### config.mk
export PLATFORM = sky130hd
export DESIGN_NAME = lsu_fsm
export DESIGN_NICKNAME = d
export VERILOG_FILES = /design/src/rtl/lsu_pkg.sv /design/src/rtl/lsu_fsm_load_align.sv /design/src/rtl/lsu_fsm.sv
export SDC_FILE = /design/constraint.sdc
export NUM_CORES = 1
export LEC_CHECK = 0
export CAP_MARGIN = 0
export CORE_AREA = 2 2 433 435
export CTS_BUF_LIST = sky130_fd_sc_hd__clkbuf_4 sky130_fd_sc_hd__clkbuf_8
export CTS_CLUSTER_SIZE = 30
export DETAILED_ROUTE_END_ITERATION = 16
export DIE_AREA = 0 0 435 437
export PLACE_DENSITY = 0.31
export SYNTH_ARGS = -nofsm -noshare
export SYNTH_HDL_FRONTEND = slang
export SYNTH_SLANG_ARGS = --single-unit
### constraint.sdc
create_clock -name clk -period 5.36 [get_ports clk]
set_input_delay 0.536 -clock clk [delete_from_list [all_inputs] [get_ports clk]]
set_output_delay 0.536 -clock clk [all_outputs]
set_load 0.01 [all_outputs]
### src/rtl/lsu_pkg.sv
// Shared types and constants for the load/store unit FSM and its lane aligner.
package lsu_pkg;

  typedef enum logic [1:0] {
    ST_IDLE = 2'b00,
    ST_REQ  = 2'b01,
    ST_WAIT = 2'b10,
    ST_DONE = 2'b11
  } lsu_state_e;

  localparam logic [2:0] MEMOP_NONE = 3'b111;

  localparam logic [1:0] SIZE_B = 2'd0;
  localparam logic [1:0] SIZE_H = 2'd1;
  localparam logic [1:0] SIZE_W = 2'd2;
  localparam logic [1:0] SIZE_D = 2'd3;

  localparam logic [63:0] CLINT_BASE_DEF = 64'h0000_0000_0200_0000;
  localparam logic [63:0] CLINT_LAST_DEF = 64'h0000_0000_0200_BFFF;

  // True when the low address bits are not a multiple of the access size.
  function automatic logic addr_misaligned(input logic [2:0] lo, input logic [1:0] size);
    case (size)
      SIZE_B:  return 1'b0;
      SIZE_H:  return lo[0];
      SIZE_W:  return |lo[1:0];
      default: return |lo[2:0];
    endcase
  endfunction

endpackage

### src/rtl/lsu_fsm_load_align.sv
// Byte-lane extraction and sign/zero extension for load data (cache and CLINT).
module load_align
  import lsu_pkg::*;
#(
  parameter int unsigned XLEN = 64,
  parameter int unsigned OFFW = 3
) (
  input  logic [XLEN-1:0] rdata,
  input  logic [OFFW-1:0] offset,
  input  logic [1:0]      size,
  input  logic            sext,
  output logic [XLEN-1:0] data
);

  logic [XLEN-1:0] shifted;

  always_comb begin
    shifted = rdata >> {offset, 3'b000};
    case (size)
      SIZE_B:  data = {{(XLEN-8){sext & shifted[7]}}, shifted[7:0]};
      SIZE_H:  data = {{(XLEN-16){sext & shifted[15]}}, shifted[15:0]};
      SIZE_W:  data = {{(XLEN-32){sext & shifted[31]}}, shifted[31:0]};
      default: data = shifted;
    endcase
  end

endmodule

### src/rtl/lsu_fsm.sv
// Load/store unit sequencer: captures an op, routes it to the cache or CLINT,
// and holds the aligned result for writeback.
module lsu_fsm
  import lsu_pkg::*;
#(
  parameter int unsigned     XLEN       = 64,
  parameter int unsigned     FWD_W      = 256,
  parameter logic [XLEN-1:0] CLINT_BASE = XLEN'(CLINT_BASE_DEF),
  parameter logic [XLEN-1:0] CLINT_LAST = XLEN'(CLINT_LAST_DEF)
) (
  input  logic              clk,
  input  logic              rst,
  input  logic              lsu_valid,
  output logic              lsu_ready,
  input  logic [XLEN-1:0]   lsu_addr,
  input  logic [XLEN-1:0]   lsu_wdata,
  input  logic [2:0]        lsu_memop,
  input  logic              lsu_we,
  input  logic [FWD_W-1:0]  lsu_fwd,
  output logic              cache_req_valid,
  input  logic              cache_req_ready,
  output logic [XLEN-1:0]   cache_req_addr,
  output logic              cache_req_we,
  output logic [XLEN-1:0]   cache_req_wdata,
  output logic [XLEN/8-1:0] cache_req_wstrb,
  input  logic              cache_rvalid,
  input  logic [XLEN-1:0]   cache_rdata,
  output logic              clint_re,
  output logic              clint_we,
  output logic [XLEN-1:0]   clint_addr,
  output logic [XLEN-1:0]   clint_wdata,
  input  logic [XLEN-1:0]   clint_rdata,
  output logic              wb_valid,
  input  logic              wb_allowin,
  output logic [XLEN-1:0]   wb_memout,
  output logic              wb_misalign,
  output logic [FWD_W-1:0]  wb_fwd
);

  localparam int unsigned SW   = XLEN / 8;
  localparam int unsigned OFFW = $clog2(SW);

  lsu_state_e        state_q, state_d;
  logic [XLEN-1:0]   addr_q, addr_d;
  logic [XLEN-1:0]   wdata_q, wdata_d;
  logic [SW-1:0]     wstrb_q, wstrb_d;
  logic              we_q, we_d;
  logic [2:0]        memop_q, memop_d;
  logic [FWD_W-1:0]  fwd_q, fwd_d;
  logic [XLEN-1:0]   memout_q, memout_d;
  logic              misalign_q, misalign_d;

  logic              accept;
  logic              is_clint;
  logic              cap_none;
  logic              cap_misal;
  logic [OFFW-1:0]   cap_off;
  logic [XLEN-1:0]   cap_wmask;
  logic [SW-1:0]     cap_smask;
  logic [XLEN-1:0]   cap_wdata;
  logic [SW-1:0]     cap_wstrb;
  logic [XLEN-1:0]   lane_src;
  logic [XLEN-1:0]   lane_data;

  assign lsu_ready = (state_q == ST_IDLE) || ((state_q == ST_DONE) && wb_allowin);
  assign accept    = lsu_valid && lsu_ready;
  assign is_clint  = (addr_q >= CLINT_BASE) && (addr_q <= CLINT_LAST);

  // Store data and strobes are formatted at capture so the request is stable in REQ.
  always_comb begin
    cap_off   = lsu_addr[OFFW-1:0];
    cap_none  = (lsu_memop == MEMOP_NONE);
    cap_misal = addr_misaligned(lsu_addr[2:0], lsu_memop[1:0]);
    case (lsu_memop[1:0])
      SIZE_B:  begin cap_wmask = XLEN'(8'hFF);         cap_smask = SW'(1);    end
      SIZE_H:  begin cap_wmask = XLEN'(16'hFFFF);      cap_smask = SW'(3);    end
      SIZE_W:  begin cap_wmask = XLEN'(32'hFFFF_FFFF); cap_smask = SW'(15);   end
      default: begin cap_wmask = '1;                   cap_smask = '1;        end
    endcase
    cap_wdata = (lsu_wdata & cap_wmask) << {cap_off, 3'b000};
    cap_wstrb = cap_smask << cap_off;
  end

  // CLINT data is only consumed in REQ; cache data only in WAIT.
  assign lane_src = (state_q == ST_REQ) ? clint_rdata : cache_rdata;

  load_align #(
    .XLEN (XLEN),
    .OFFW (OFFW)
  ) u_load_align (
    .rdata  (lane_src),
    .offset (addr_q[OFFW-1:0]),
    .size   (memop_q[1:0]),
    .sext   (memop_q[2]),
    .data   (lane_data)
  );

  always_comb begin
    state_d    = state_q;
    addr_d     = addr_q;
    wdata_d    = wdata_q;
    wstrb_d    = wstrb_q;
    we_d       = we_q;
    memop_d    = memop_q;
    fwd_d      = fwd_q;
    memout_d   = memout_q;
    misalign_d = misalign_q;

    case (state_q)
      ST_REQ: begin
        if (is_clint) begin
          state_d  = ST_DONE;
          memout_d = we_q ? '0 : lane_data;
        end else if (cache_req_ready) begin
          state_d = ST_WAIT;
        end
      end
      ST_WAIT: begin
        if (cache_rvalid) begin
          state_d  = ST_DONE;
          memout_d = we_q ? '0 : lane_data;
        end
      end
      ST_DONE: begin
        if (wb_allowin) state_d = ST_IDLE;
      end
      default: ;
    endcase

    // Accept only happens in IDLE or DONE, so it overrides the DONE exit above.
    if (accept) begin
      addr_d     = lsu_addr;
      wdata_d    = cap_wdata;
      wstrb_d    = cap_wstrb;
      we_d       = lsu_we;
      memop_d    = lsu_memop;
      fwd_d      = lsu_fwd;
      memout_d   = '0;
      misalign_d = !cap_none && cap_misal;
      state_d    = (cap_none || cap_misal) ? ST_DONE : ST_REQ;
    end
  end

  always_ff @(posedge clk or negedge rst) begin
    if (!rst) begin
      state_q    <= ST_IDLE;
      addr_q     <= '0;
      wdata_q    <= '0;
      wstrb_q    <= '0;
      we_q       <= 1'b0;
      memop_q    <= MEMOP_NONE;
      fwd_q      <= '0;
      memout_q   <= '0;
      misalign_q <= 1'b0;
    end else begin
      state_q    <= state_d;
      addr_q     <= addr_d;
      wdata_q    <= wdata_d;
      wstrb_q    <= wstrb_d;
      we_q       <= we_d;
      memop_q    <= memop_d;
      fwd_q      <= fwd_d;
      memout_q   <= memout_d;
      misalign_q <= misalign_d;
    end
  end

  assign cache_req_valid = (state_q == ST_REQ) && !is_clint;
  assign cache_req_addr  = addr_q;
  assign cache_req_we    = we_q;
  assign cache_req_wdata = wdata_q;
  assign cache_req_wstrb = wstrb_q;

  assign clint_re    = (state_q == ST_REQ) && is_clint && !we_q;
  assign clint_we    = (state_q == ST_REQ) && is_clint && we_q;
  assign clint_addr  = addr_q;
  assign clint_wdata = wdata_q;

  assign wb_valid    = (state_q == ST_DONE);
  assign wb_memout   = memout_q;
  assign wb_misalign = misalign_q;
  assign wb_fwd      = fwd_q;

endmodule

Yosys cells after proc, flatten, opt, wreduce, memory -nomap -nowiden
Cells that the tools add are included.
{"block": "word_totals", "register_bits": 463, "inputBits": 522, "elab_cells": 69}
{"block": "op_classes", "magnitude_cmp": 2, "n_eq_ne": 12, "shifts": 3, "mux": 17, "n_bitwise": 4, "n_reduce_logical": 22}
{"operator": "$pmux 64 s3", "n": 2}
{"operator": "$mux 64", "n": 5}
{"operator": "$pmux 64 s2", "n": 1}
{"operator": "$and 64x64->64", "n": 1}
{"operator": "$ge 64x26->1 const B", "n": 1}
{"operator": "$le 64x26->1 const B", "n": 1}
{"operator": "$shl 64x6->64", "n": 1}
{"operator": "$shr 64x6->64", "n": 1}
{"operator": "$pmux 8 s3", "n": 1}
{"operator": "$mux 2", "n": 6}
{"operator": "$eq 2x2->1 const B", "n": 4}
{"operator": "$logic_and 1x1->1", "n": 8}
{"operator": "$shl 8x3->8", "n": 1}
{"operator": "$eq 2x1->1 const B", "n": 3}
{"operator": "$logic_not 2->1", "n": 3}
{"operator": "$ne 3x3->1 const B", "n": 2}
{"operator": "$pmux 2 s3", "n": 1}
{"operator": "$ne 4x4->1 const B", "n": 1}
{"operator": "$reduce_and 4->1", "n": 1}
{"operator": "$reduce_bool 4->1", "n": 1}
{"operator": "$and 1x1->1", "n": 3}
{"operator": "$eq 3x3->1 const B", "n": 1}
{"operator": "$logic_not 1->1", "n": 3}
{"operator": "$ne 3x1->1 const B", "n": 1}
{"operator": "6 further kinds", "n": 7}

Depth between registers and ports, before layout
Gate-level depths: netlist of the first run.
{"block": "logic_depth", "ltp_word": 9, "depth_mapped": 11, "ltp_nobuf": 8}

By module
From an unflattened synthesis of the first run, not the netlist that was laid out.
{"block": "hier_totals", "hier_cells": 2698, "hier_area_um2": 24339.6}
{"module": "lsu_fsm", "n_inst": 1, "cells_per_inst": 2437, "area_each_um2": 22067.4}
{"module": "load_align", "n_inst": 1, "cells_per_inst": 261, "area_each_um2": 2272.2}

Worst setup path after synthesis of the first run
OpenSTA, ideal clock, no wires.
{"block": "synth_path", "kind": "register to register", "from": "register state_q[1]", "to": "register memout_q[24] (netlist: wb_memout[24])", "setup_time_ns": 0.126, "arrival_time_ns": 2.734, "slack_ns": 2.499, "stages_incl_launch_ff": 12, "cell_sequence": "dfrtp_1 > inv_1 > ha_1 > buf_2 > mux4_2 > mux2i_1 > nor3_1 > a311o_1 > and3_1 > buf_2 > buf_4 > a221o_1"}
{"block": "synth_via", "elab_chain_len": 9, "elab_cells_between_ends": 21}
{"item": "start: declaration", "line": "lsu_fsm.sv:43", "rtl": "lsu_state_e state_q, state_d;"}
{"item": "start signal: assignment", "line": "lsu_fsm.sv:156", "rtl": "state_q <= state_d;"}
{"item": "$eq 2x1->1", "line": "lsu_fsm.sv:85, lsu_fsm.sv:109"}
{"item": "$mux 64", "line": "lsu_fsm.sv:85", "rtl": "assign lane_src = (state_q == ST_REQ) ? clint_rdata : cache_rdata;"}
{"item": "$shr 64x6->64", "line": "lsu_fsm_load_align.sv:18", "rtl": "shifted = rdata >> {offset, 3'b000};"}
{"item": "$and 1x1->1, on equally long branches", "line": "lsu_fsm_load_align.sv:21, lsu_fsm_load_align.sv:20"}
{"item": "$pmux 64 s3", "line": "lsu_fsm_load_align.sv:19", "rtl": "case (size)"}
{"item": "$mux 64", "line": "lsu_fsm.sv:113, lsu_fsm.sv:121"}
{"item": "$mux 64, on equally long branches", "line": "lsu_fsm.sv:119, lsu_fsm.sv:111"}
{"item": "$pmux 64 s2", "line": "lsu_fsm.sv:109", "rtl": "case (state_q)"}
{"item": "$mux 64", "line": "lsu_fsm.sv:131", "rtl": "if (accept) begin"}
{"item": "end signal: assignment", "line": "lsu_fsm.sv:163", "rtl": "memout_q <= memout_d;"}
{"item": "end: declaration", "line": "lsu_fsm.sv:50", "rtl": "logic [XLEN-1:0] memout_q, memout_d;"}
Parallel ways exist; a longest one is shown, timed or not. The select of a mux whose other input is x is not followed.
A chain may end at the register's enable or synchronous reset.

Worst setup path in the final report of the first run
{"block": "layout_path", "from": "register addr_q[0] (netlist: cache_req_addr[0])", "to": "output clint_re"}
{"block": "layout_via", "elab_chain_len": 4, "elab_cells_between_ends": 5}
{"item": "start: declaration", "line": "lsu_fsm.sv:44", "rtl": "logic [XLEN-1:0] addr_q, addr_d;"}
{"item": "start signal: assignment", "line": "lsu_fsm.sv:157", "rtl": "addr_q <= addr_d;"}
{"item": "$ge 64x26->1 or $le 64x26->1 (tied branches)", "line": "lsu_fsm.sv:67", "rtl": "assign is_clint = (addr_q >= CLINT_BASE) && (addr_q <= CLINT_LAST);"}
{"item": "$logic_and 1x1->1 *", "line": "lsu_fsm.sv:67"}
{"item": "$logic_and 1x1->1 * (2 in a row)", "line": "lsu_fsm.sv:174", "rtl": "assign clint_re = (state_q == ST_REQ) && is_clint && !we_q;"}
{"item": "end: declaration", "line": "lsu_fsm.sv:28", "rtl": "output logic clint_re,"}
Every way passes the cells marked *; elsewhere a longest branch is shown, timed or not.

==> flow_metrics.env, run 1 <==
export IMPL_ys_flop_type="dfrtp_1"
export IMPL_tns_ns=0
export IMPL_vdd_drop_max_uv=222
export IMPL_intPower_mw=13.1
export IMPL_cts_tree="done"
export IMPL_reg2reg_to="wb_memout[34]$_DFFE_PN0P_"
export IMPL_stdcell_count=6124
export IMPL_syn_cell_area_mm2=0.0228
export IMPL_crit_type="register to primary output"
export IMPL_synth_fa_ha_area_frac=0.00275
export IMPL_gp_congestion=0.866
export IMPL_r2r_cells=6
export IMPL_p_total_mw=22.8
export IMPL_critical_path_arrival_ns=3.83
export IMPL_crit_path_start_kind="register"
export IMPL_antenna_left=0
export IMPL_synth_area_per_cell_um2=8.70
export IMPL_core_area_mm2=0.185
export IMPL_finalCritPeriodShare=0.815
export IMPL_io_pins=1113
export IMPL_ys_seq_area_frac=0.509
export IMPL_synth_async_reset_ratio=1.00
export IMPL_slowest_delay_ns=0.76
export IMPL_worstPathCellList="nand4_1 > or4_4 > a2111oi_0 > nand2_1 > nor2_1 > clkdlybuf4s50_1"
export IMPL_synth_warning_count=0
export IMPL_wire_per_inst_um=24.7
export IMPL_switching_share=0.426
export IMPL_drv_cap=0
export IMPL_final_nets=4078
export IMPL_cts_max_path_buffers=3
export IMPL_nFillCells=20600
export IMPL_min_to="wb_fwd[40]$_DFFE_PN0P_"
export IMPL_crit_path_max_fanout=46
export IMPL_timing_rr_start="cache_req_addr[0]$_DFFE_PN0P_"
export IMPL_switchingPower_mw=9.71
export IMPL_syn_num_nets=3141
export IMPL_port_buffers=1112
export IMPL_grt_use_total=0.154
export IMPL_grt_pass1_wl_um=207000
export IMPL_worstPathRequired_ns=4.82
export IMPL_hpwl_um=116000
export IMPL_dp_cells=5924
export IMPL_finalHoldViolations=0
export IMPL_num_rows=158
export IMPL_synth_simple_area_share=0.229
export IMPL_pre_cts_slack_ns=1.40
export IMPL_critPathCaptureType="primary output"
export IMPL_power_share_clock=0.211
export IMPL_multiInputGateArea_mm2=0.00942
export IMPL_drc=0
export IMPL_antenna_found_initial=42
export IMPL_tightest_slew_ns=1.21
export IMPL_synth_compound_area_frac=0.121
export IMPL_path_buf_inv=1
export IMPL_outcome="finished, final reports clean"
export IMPL_postCtsSetupBuffers=0
export IMPL_firstDrtPassIters=7
export IMPL_r2r_setup_slack_ns=1.47
export IMPL_grt_max_degree=170
export IMPL_clkLatencyLatePin_ns=0.86
export IMPL_grt_pass1_vias=23300
export IMPL_syn_inst=2614
export IMPL_clkSlewWorstSetupHoldPaths_ns=0.06
export IMPL_rsz0062_at_grt="no"
export IMPL_synth_edff_count=0
export IMPL_dieArea_mm2=0.190
export IMPL_cts_sinks=463
export IMPL_synthMuxAreaShare=0.0607
export IMPL_start_util=0.123
export IMPL_overflow=0
export IMPL_die_h_um=437
export IMPL_synth_seq_cells=463
export IMPL_synth_top_family_by_area="simple AND/OR/NAND/NOR gates"
export IMPL_power_frac_seq=0.287
export IMPL_numCtsBuffers=104
export IMPL_die_x_um=435
export IMPL_routed_wl_um=151000
export IMPL_max_freq_ghz=0.229
export IMPL_hold_start="lsu_fwd[40]"
export IMPL_synth_distinct_cells=59
export IMPL_viasPerCell=3.67
export IMPL_synthXorXnorAreaFrac=0
export IMPL_cp_slowest_cell="dfrtp_4"
export IMPL_finalClockSkew_ns=0.0440
export IMPL_htreeDepth=3
export IMPL_combinationalPowerShare=0.501
export IMPL_root_buffer="clkbuf_8"
export IMPL_drt_iter0_markers=1367
export IMPL_whs_path_depth=3
export IMPL_cp_top_family="simple AND/OR/NAND/NOR gates"
export IMPL_vias=22500
export IMPL_final_layout_size_suffix_gt1_frac=0.0793
export IMPL_p_leak_nw=16.5
export IMPL_ff_latch_area_mm2=0.0116
export IMPL_power_density_mw_per_mm2=598
export IMPL_hp_class="primary input to register"
export IMPL_synthToLayoutAreaGrowth_pct=67.3
export IMPL_slew_headroom=0.191
export IMPL_finalSetupViolations=0
export IMPL_setup_ws_ns=0.990
export IMPL_maxSlewViolCount=0
export IMPL_period_needed_ns=4.37
-- metrics by stage --
step                      hold slack (ns)  instance area, µm²   util
after floorplan                     0.240               22800      -
after global placement              0.456               35600  0.192
after detailed placement            0.461               35600  0.192
after CTS                          0.0445               38100  0.206
after global routing                0.107               38100  0.206
final                               0.202               38100  0.206
-- cells by family (layout without fill, tap and decap cells) --
kind of cell | after synthesis | in the layout
fa+ha+maj | 5 | 5
simple gates | 1311 | 1311
compound gates | 393 | 393
buf+inv | 326 | 1345
other cells | 0 | 11
mux | 116 | 116
flops | 463 | 463
-- tightest hold or removal path, delay by kind of cell --
| family | cells | cell delay, ns |
|---|---|---|
| buffers and inverters | 1 | 0.39 |
| AND/OR/NAND/NOR | 2 | 0.09 |
-- worst max path at each step --
stage                                        startpoint                        end  slack (ns)  cells past startpoint
after floorplan                  state_q[1]$_DFFE_PN0P_  wb_memout[24]$_DFFE_PN0P_        2.50                     11
after global placement    cache_req_addr[0]$_DFFE_PN0P_  wb_memout[32]$_DFFE_PN0P_        1.40                      6
after detailed placement  cache_req_addr[0]$_DFFE_PN0P_  wb_memout[60]$_DFFE_PN0P_        1.40                      6
after CTS                 cache_req_addr[0]$_DFFE_PN0P_                   clint_re        0.80                      6
after global routing      cache_req_addr[0]$_DFFE_PN0P_                   clint_re        0.64                      6
final                     cache_req_addr[0]$_DFFE_PN0P_                   clint_re        0.99                      6
-- power groups by stage --
stage / registers, mW / logic [mW] / clock network (mW)
2_1_floorplan: 6.75 / 4.53 / 0
3_3_place_gp: 6.56 / 11.8 / 0
3_5_place_dp: 6.59 / 11.6 / 0
4_1_cts: 6.59 / 11.7 / 5.07
5_1_grt: 6.77 / 12.3 / 5.19
6_report: 6.54 / 11.4 / 4.82
-- metal layers --
layer	share of wire	track usage	vias to the layer above	wire, µm
met5	0.00080	0	-	121
met4	0.024	0.0422	20	3550
met3	0.074	0.0517	203	11200
met2	0.51	0.274	762	77300
met1	0.39	0.175	11000	59000
li1	-	-	10500	-
-- cell usage after synthesis (4+ instances only) --
master | n | share of area
a211oi_1 | 22 | 0.0073
a21o_1 | 19 | 0.0063
a21oi_1 | 62 | 0.014
a221o_1 | 23 | 0.010
a22o_1 | 63 | 0.024
a22oi_1 | 15 | 0.0049
a311oi_1 | 4 | 0.0015
a31oi_1 | 20 | 0.0055
and2_1 | 11 | 0.0030
and3_1 | 14 | 0.0038
buf_1 | 17 | 0.0028
buf_2 | 18 | 0.0040
buf_4 | 132 | 0.044
clkbuf_1 | 142 | 0.023
dfrtp_1 | 460 | 0.51
ha_1 | 5 | 0.0027
inv_1 | 14 | 0.0023
mux2_2 | 35 | 0.017
mux2i_1 | 67 | 0.029
mux4_2 | 14 | 0.014
nand2_1 | 1104 | 0.18
nand3_1 | 21 | 0.0046
nand4_1 | 6 | 0.0016
nor2_1 | 70 | 0.012
nor2b_1 | 20 | 0.0055
nor3_1 | 41 | 0.0090
nor4_1 | 12 | 0.0033
o211ai_1 | 9 | 0.0030
o21a_1 | 9 | 0.0030
o21ai_0 | 87 | 0.019
o221ai_1 | 6 | 0.0023
o22ai_1 | 8 | 0.0022
o2bb2ai_1 | 5 | 0.0019
o311a_1 | 4 | 0.0018
o31ai_1 | 14 | 0.0046
o32ai_1 | 4 | 0.0015
-- flip-flops by register name, summed over array words and instances (netlist names) --
name	flops
cache_req_wdata	64
wb_misalign	1
wb_memout	64
cache_req_addr	64
wb_fwd	256
state_q	2
memop_q	3
cache_req_we	1
cache_req_wstrb	8
-- repair_timing --
action / CTS / global route
endpoints found under the hold margin: 81 / 0
gates resized for setup: 0 / 0
hold buffers: 1 / 0
-- final cells by class --
type,instances,share of cell area
repair buffers,1143,0.301
clock inverters,27,0.00904
flip-flops and latches,463,0.305
clock buffers,161,0.0546
multi-input cells,1825,0.247
well taps,2480,0.0815
diodes,11,0.000723
inverters,14,0.00138
-- placed cells by master, fill, tap and decap left out, types with 19 or more instances in the layout --
master	count
dfrtp_1	457
a31oi_1	20
a221o_1	23
a22o_1	63
buf_4	23
nor2b_1	20
o21ai_0	87
nand2_1	1103
mux2_2	35
nand3_1	21
clkdlybuf4s50_1	1107
clkbuf_8	139
nor3_1	41
clkbuf_4	22
mux2i_1	67
nor2_1	70
a21o_1	19
a211oi_1	22
a21oi_1	62
Power figures use the tool's default switching activity.
==> inputs of run 2 (changes only) <==
--- a/config.mk
+++ b/config.mk
@@ -11,7 +11,7 @@
 export CTS_CLUSTER_SIZE = 30
 export DETAILED_ROUTE_END_ITERATION = 16
 export DIE_AREA = 0 0 435 437
-export PLACE_DENSITY = 0.31
+export PLACE_DENSITY = 0.32
 export SYNTH_ARGS = -nofsm -noshare
 export SYNTH_HDL_FRONTEND = slang
 export SYNTH_SLANG_ARGS = --single-unit
==> constraint.sdc (replaced) <==
create_clock -name clk -period 3.7 [get_ports clk]
set_input_delay 0.37 -clock clk [delete_from_list [all_inputs] [get_ports clk]]
set_output_delay 0.37 -clock clk [all_outputs]
set_load 0.01 [all_outputs]
==> run 2 against run 1 <==
Compared with the run above:
- register-to-register slack worse by 0.98 ns
- routed wire length up 2.2%
- flip-flop and latch count unchanged
- first-iteration DRC count up 21%
- final cell count up 5.6%
- non-clock buffer count up 340
- largest power group unchanged
- sequential power up 45%
- combinational power up 51%
- critical path type unchanged
- clock-buffer cell count unchanged
- setup slack worse by 0.71 ns
==> flow_metrics.env, run 2 (synthesis results as in run 1) <==
export IMPL_maxSlewViolCount=0
export IMPL_finalCritPeriodShare=0.926
export IMPL_dp_cells=5959
export IMPL_firstDrtPassIters=5
export IMPL_core_area_mm2=0.185
export IMPL_timing_rr_start="state_q[1]$_DFFE_PN0P_"
export IMPL_crit_path_max_fanout=5
export IMPL_slew_headroom=0.367
export IMPL_num_rows=158
export IMPL_hp_class="primary input to register"
export IMPL_critical_path_arrival_ns=3.05
export IMPL_antenna_left=0
export IMPL_cp_startpoint="cache_req_addr[14]$_DFFE_PN0P_"
export IMPL_grt_max_degree=118
export IMPL_finalSetupViolations=0
export IMPL_met3_length_um=9400
export IMPL_reg2reg_to="wb_memout[48]$_DFFE_PN0P_"
export IMPL_grt_pass1_wl_um=213000
export IMPL_rsz0062_at_grt="no"
export IMPL_vdd_drop_max_uv=304
export IMPL_stdcell_count=6467
export IMPL_overflow=0
export IMPL_final_util=0.224
export IMPL_wl_met2_um=77000
export IMPL_clkSlewWorstSetupHoldPaths_ns=0.05
export IMPL_antenna_found_initial=29
export IMPL_outcome="finished, final reports clean"
export IMPL_tightest_slew_ns=0.949
export IMPL_highest_layer="met4"
export IMPL_wire_per_inst_um=23.9
export IMPL_worstPathRequired_ns=3.33
export IMPL_tns_ns=0
export IMPL_viasPerCell=3.70
export IMPL_cts_max_path_buffers=3
export IMPL_port_buffers=1112
export IMPL_power_density_mw_per_mm2=805
export IMPL_nFillCells=20400
export IMPL_clkLatencyLatePin_ns=0.90
export IMPL_period_needed_ns=3.42
export IMPL_grt_pass1_vias=25000
export IMPL_r2r_setup_slack_ns=0.49
export IMPL_synthToLayoutAreaGrowth_pct=81.9
export IMPL_drv_cap=0
export IMPL_cts_tree="done"
export IMPL_pre_cts_slack_ns=0.430
export IMPL_finalHoldViolations=0
export IMPL_finalClockSkew_ns=0.0660
export IMPL_io_pins=1113
export IMPL_multiInputGateArea_mm2=0.00944
export IMPL_final_cell_mix="1104 x clkdlybuf4s50_1, 1103 x nand2_1, 457 x dfrtp_1, 302 x dlygate4sd3_1, 124 x clkbuf_8"
export IMPL_hpwl_um=120000
export IMPL_ff_latch_area_mm2=0.0116
export IMPL_wl_met1_um=63900
export IMPL_die_x_um=435
export IMPL_final_layout_size_suffix_gt1_frac=0.0826
export IMPL_start_util=0.123
export IMPL_crit_type="register to primary output"
export IMPL_cts_sinks=463
export IMPL_r2r_cells=8
export IMPL_largest_reg_flops=256
export IMPL_hold_start="lsu_fwd[250]"
export IMPL_max_freq_ghz=0.292
export IMPL_vias=23900
export IMPL_drt_iter0_markers=1652
export IMPL_root_buffer="clkbuf_8"
export IMPL_final_nets=4416
export IMPL_setup_ws_ns=0.275
export IMPL_crit_end="cache_req_valid"
export IMPL_mostFrequentLayoutCell="clkdlybuf4s50_1"
export IMPL_dieArea_mm2=0.190
export IMPL_routed_wl_um=154000
export IMPL_numCtsBuffers=102
export IMPL_gp_congestion=0.902
export IMPL_grt_use_total=0.157
export IMPL_die_h_um=437
export IMPL_drc=0
export IMPL_p_leak_nw=17.9
export IMPL_htreeDepth=3
export IMPL_critPathCaptureType="primary output"
export IMPL_crit_path_start_kind="register"
==> run 2: timing repair <==
| action | in CTS | in global routing |
|---|---|---|
| gates resized for setup | 7 | 0 |
| endpoints found under the hold margin | 421 | 0 |
| setup buffers | 4 | 0 |
| setup endpoints to repair | 3 | 0 |
| hold buffers | 302 | 0 |
==> run 2: metrics by stage <==
stage	hold WS (ns)	cell area, µm²	total power, mW
2_1_floorplan	0.0744	22800	16.3
3_3_place_gp	0.456	36000	26.7
3_5_place_dp	0.461	36000	26.6
4_1_cts	0.000549	41300	34.0
5_1_grt	0.0899	41400	35.4
6_report	0.150	41400	33.3
==> run 2: worst min-delay path by stage <==
stage | depth (start not counted) | to | slack, ns
after global routing | 3 | cache_req_addr[41]$_DFFE_PN0P_ | 0.09
after floorplan | 0 | cache_req_addr[0]$_DFFE_PN0P_ | 0.07
after detailed placement | 2 | wb_fwd[141]$_DFFE_PN0P_ | 0.46
after CTS | 3 | wb_fwd[8]$_DFFE_PN0P_ | 0.0005
after global placement | 2 | wb_fwd[214]$_DFFE_PN0P_ | 0.46
final | 3 | wb_fwd[250]$_DFFE_PN0P_ | 0.15
==> run 2: where the power goes <==
part	leakage [nW]	internal [mW]	switching, mW	total (mW)
clock network	1.24	3.74	2.95	6.69
registers	5.89	7.35	2.11	9.47
logic	10.8	7.93	9.25	17.2
==> run 2: critical path: stages (launching register included) <==
cell	delay, ns
dfrtp_1	0.43
nand4b_1	0.24
or4_4	0.59
a2111oi_4	0.35
buf_4	0.18
nor2_2	0.04
dlygate4sd2_1	0.35
==> run 2: cell type report <==
class | count | share of cell area
Timing Repair Buffer | 1483 | 0.358
Sequential cell | 463 | 0.280
Clock inverter | 27 | 0.00810
Antenna cell | 14 | 0.000847
Inverter | 14 | 0.00127
Multi-Input combinational cell | 1825 | 0.228
Clock buffer | 161 | 0.0480
Tap cell | 2480 | 0.0750
==> run 2: layer usage <==
| layer | vias up | track usage |
|---|---|---|
| met1 | 11800 | 0.189 |
| met3 | 185 | 0.0408 |
| met2 | 795 | 0.273 |
| li1 | 11200 | - |
| met4 | 0 | 0.0476 |
| met5 | - | 0 |
